`src/rtl/pipe_ctrl.sv`:
```
// pipe_ctrl: pipeline enable/flush control for accumulator RAW hazards, taken branches and
// memory waits, with saturating stall and flush event counters.
module pipe_ctrl #(
   parameter int STALL_CNT_W = 16,
   parameter int FLUSH_CNT_W = 8
) (
   input  logic                   clk,
   input  logic                   reset,
   input  logic                   iValid_ID,
   input  logic                   iReadA_ID,
   input  logic                   iReadB_ID,
   input  logic                   iWriteA_ID,
   input  logic                   iWriteB_ID,
   input  logic                   iBrTaken_EX,
   input  logic                   iMemBusy,
   output logic                   oEn_IF_ID,
   output logic                   oEn_ID_EX,
   output logic                   oEn_EX_MEM,
   output logic                   oEn_MEM_WB,
   output logic                   oFlush_IF_ID,
   output logic                   oFlush_ID_EX,
   output logic                   oPcHold,
   output logic [STALL_CNT_W-1:0] oStallCnt,
   output logic [FLUSH_CNT_W-1:0] oFlushCnt,
   output logic [1:0]             oState
);
   typedef enum logic [1:0] {RUN = 2'd0, RAW = 2'd1, MEMW = 2'd2} state_t;
   state_t state, nextState;
   logic [2:0] pendA, pendB;
   logic brPend, hazard, flush, stall, issA, issB;

   assign hazard = iValid_ID & ((iReadA_ID & |pendA) | (iReadB_ID & |pendB));
   // A branch seen during a memory wait is replayed from brPend once MEM frees up
   assign flush  = ~iMemBusy & (brPend | iBrTaken_EX);
   assign stall  = ~iMemBusy & ~flush & hazard;
   assign issA   = ~flush & ~stall & iValid_ID & iWriteA_ID;
   assign issB   = ~flush & ~stall & iValid_ID & iWriteB_ID;

   assign oEn_IF_ID    = reset & ~iMemBusy & ~stall;
   assign oEn_ID_EX    = reset & ~iMemBusy;
   assign oEn_EX_MEM   = reset & ~iMemBusy;
   assign oEn_MEM_WB   = reset & ~iMemBusy;
   assign oFlush_IF_ID = ~reset | flush;
   assign oFlush_ID_EX = ~reset | flush | stall;
   assign oPcHold      = ~reset | iMemBusy | stall;
   assign oState       = state;

   always_comb begin
      nextState = iMemBusy ? MEMW : stall ? RAW : RUN;
   end

   always_ff @(posedge clk or negedge reset) begin
      if (!reset) begin
         state     <= RUN;
         pendA     <= '0;
         pendB     <= '0;
         brPend    <= 1'b0;
         oStallCnt <= '0;
         oFlushCnt <= '0;
      end else begin
         state <= nextState;
         if (!iMemBusy) begin
            pendA <= {pendA[1:0], issA};
            pendB <= {pendB[1:0], issB};
         end
         brPend <= iMemBusy & (brPend | iBrTaken_EX);
         if (stall && !(&oStallCnt)) oStallCnt <= oStallCnt + 1'b1;
         if (flush && !(&oFlushCnt)) oFlushCnt <= oFlushCnt + 1'b1;
      end
   end
endmodule
```
`config.mk`:
```
export PLATFORM = sky130hd
export DESIGN_NAME = pipe_ctrl
export DESIGN_NICKNAME = d
export VERILOG_FILES = /design/src/rtl/pipe_ctrl.sv
export SDC_FILE = /design/constraint.sdc
export NUM_CORES = 1
export LEC_CHECK = 0
export CAP_MARGIN = 30
export CORE_UTILIZATION = 35
export CTS_BUF_LIST = sky130_fd_sc_hd__clkbuf_2
export CTS_CLUSTER_DIAMETER = 120
export CTS_CLUSTER_SIZE = 40
export DETAILED_ROUTE_END_ITERATION = 7
export DONT_BUFFER_PORTS = 1
export GPL_ROUTABILITY_DRIVEN = 0
export SYNTH_ARGS = -nofsm -noshare
export SYNTH_HDL_FRONTEND = slang
export SYNTH_SLANG_ARGS = --single-unit
```
`constraint.sdc`:
```
create_clock -name clk -period 2.7 [get_ports clk]
set_input_delay 0.405 -clock clk [delete_from_list [all_inputs] [get_ports clk]]
set_output_delay 0.405 -clock clk [all_outputs]
set_load 0.01 [all_outputs]
```
==> flow_summary.ini <==
[run_status]
status = finished, final reports clean

[synthesis]
ys_types = 33
synth_area_sq_um = 1588
ys.flop_type = dfrtp_1
synth_edf_count = 0
ys_seq_area_frac = 0.5201
avgSynthCellArea_sq_um = 11.94
yosysWarnings = 0
syn_nets = 144
async_flop_share = 1.000
syn_inst = 133
ys_ff_latch = 33

[route]
dr_wl_met2_mm = 1.522
wl_met3_um = 228
vias = 1101
vias_per_cell = 5.764
dr.max_layer_used = met4
drt_iter0_markers = 37
wl_met1_mm = 1.374
ant_nets = 0
drc = 0
wl_per_cell_um = 16.98
dr.pass1.iters = 4
drt-total-wl_mm = 3.243

[min_path]
min_path_type = input pin to flip-flop
hold_path.startpoint = iMemBusy

[clocking]
cts_root_buf = clkbuf_2
cts_setup_buffers = 0
cts_resized = 0
cts.path.max_buffers = 2
path_clk_slew_ns = 0.16
cts_tree = done
cts_hold_buffers = 2
htree_levels = 2
clk_latency_ns = 0.37
clock_sinks = 33
numCtsBuffers = 5

[global_route]
grt_pass1_wl_mm = 5.609
grt.total_usage = 0.1513
grt_start_max_net_pins = 34
overflow = 0
grt_pass1_vias = 1124
antenna_found_initial = 0

[sta]
slew_violations = 0
fmax_mhz = 469.7
post-route-period-util = 0.7885
tightest_slew_ns = 0.5283
fin_tns_setup_ns = 0
relSlewSlack = 0.6449
hold_viol = 0
rsz0062_at_grt = false
period_needed_ns = 2.129
setup_viol = 0
fin_skew_ns = 0.01490

[final_layout]
final_area_sq_um = 1687
drive_gt1_frac = 0.1799
nets = 149
final_util = 0.3874
n_antenna_cell = 0
areaGrowthSynthToFinish_pct = 6.226

[power_and_ir_drop]
p_per_area_nw_per_um2 = 614.5
p_leak_nw = 0.8068
ir_worst_vdd_v = 0.0003476
finalPower_mw = 1.036

[setup_path]
setup.worst_path.start = pendB[1]$_DFFE_PN0N_
cp_cell_sequence = o31a_1 -> o21ai_2 -> nand2_1 -> inv_1
worstSetupPathType = flip-flop to output pin
worst-path-max-fanout = 7
startpoint_type = flip-flop
worstPathArrival_ns = 1.72
cp.required_ns = 2.30
path_delay_family = compound AO/OA/AOI/OAI gates
critPathMaxStageDelay_ns = 0.42
r2r-start = oStallCnt[0]$_DFFE_PN0P_
crit_buf_inv = 1
crit_slowest_cell = dfrtp_1
cp-end-kind = output pin

[run]
maxCapViolations = 0

[die]
num_io_pins = 42
start_util = 0.3647
die_y_um = 69.36
dieArea_sq_um = 4810
dieWidth_um = 69.36
coreArea_sq_um = 4354
row_count = 24

[placement]
place_area_sq_um = 1609
dpl.hpwl_mm = 2.302
port-buffer-count = 0
metal layers:
metal	vias to the layer above	track usage
met5	-	0
met4	0	0.1043
met3	11	0.04797
met2	47	0.2255
met1	558	0.1856
li1	485	-
flip-flops by register name (all words and copies together), names as in the netlist:
signal	cells
oState	2
pendA	3
brPend	1
oFlushCnt	8
oStallCnt	16
pendB	3
cells by family (layout without fill, tap and decap cells):
family	count (synthesis)	count (layout)	synth area share
multiplexers	6	6	0.04255
XOR/XNOR	22	22	0.1214
buffers and inverters	9	15	0.04176
flip-flops	33	33	0.5201
adder cells (fa/ha/maj)	2	2	0.01576
AND/OR/NAND/NOR	52	52	0.2088
AO/OA/AOI/OAI	9	9	0.04965
placed cells by master (no fill, tap or decap), types with 2 or more instances in the layout:
cell type	Yosys	layout
clkinv_1	0	2
clkbuf_2	0	5
buf_4	2	2
a32o_1	2	2
nand2_1	11	11
nand4_1	8	8
o31a_1	2	2
mux2_2	6	6
and3_1	3	3
ha_1	2	2
nor3_1	6	6
and4_1	2	2
xor2_1	16	16
dfrtp_1	33	33
dlygate4sd3_1	0	2
and3_2	2	2
xnor2_1	6	6
nor4_1	5	5
inv_1	2	2
nand3_1	6	6
worst reg2reg max path, stage by stage, from the launching register on:
cell	delay (ns)
dfrtp_1	0.47
ha_1	0.36
nand4_1	0.19
nor4_2	0.50
buf_4	0.26
nor3_1	0.08
xor2_1	0.14
metrics by stage:
step / instances / hold WS, ns / setup slack, ns
after floorplan: 133 / 0.1094 / 0.9566
after global placement: 180 / 0.1104 / 0.7805
after detailed placement: 180 / 0.1102 / 0.6095
after CTS: 190 / 0.005037 / 0.4808
after global routing: 191 / 0.09511 / 0.4076
final: 191 / 0.1376 / 0.5710
path summary, 6_finish.rpt:
path	end	slack, ns	depth (start not counted)
worst max-delay path	oEn_IF_ID	0.57	4
worst min-delay path	brPend$_DFF_PN0_	0.14	1
worst max register to register	oStallCnt[4]$_DFFE_PN0P_	0.60	6
worst min register to register	pendB[2]$_DFFE_PN0N_	0.53	1
max in group asynchronous	oStallCnt[4]$_DFFE_PN0P_	2.05	2
min in group asynchronous	pendB[2]$_DFFE_PN0N_	0.46	2
cell type report:
class                   instances  area, sq um
clock inverters                 3        12.51
flip-flops and latches         33        825.8
inverters                       2        7.507
clock buffers                   5        25.02
fillers                       425         2668
repair buffers                  5        55.05
well taps                      52        65.06
multi-input cells              91        695.7
report_power, final:
group          leakage, nW  total [mW]  switching (mW)  internal, mW
registers            0.442       0.663           0.106         0.557
logic                0.337       0.152          0.0745        0.0779
clock network       0.0278       0.221           0.164        0.0566
total                0.807        1.04           0.345         0.692
synthesized netlist by cell type (3+ instances only):
library cell	count	area share
mux2_2	6	0.043
xor2_1	16	0.088
nor4_1	5	0.020
nand2_1	11	0.026
xnor2_1	6	0.033
nor3_1	6	0.019
nand3_1	6	0.019
buf_6	3	0.021
dfrtp_1	33	0.52
nand4_1	8	0.032
and3_1	3	0.012
No activity file was read; power rests on OpenSTA's default activity.
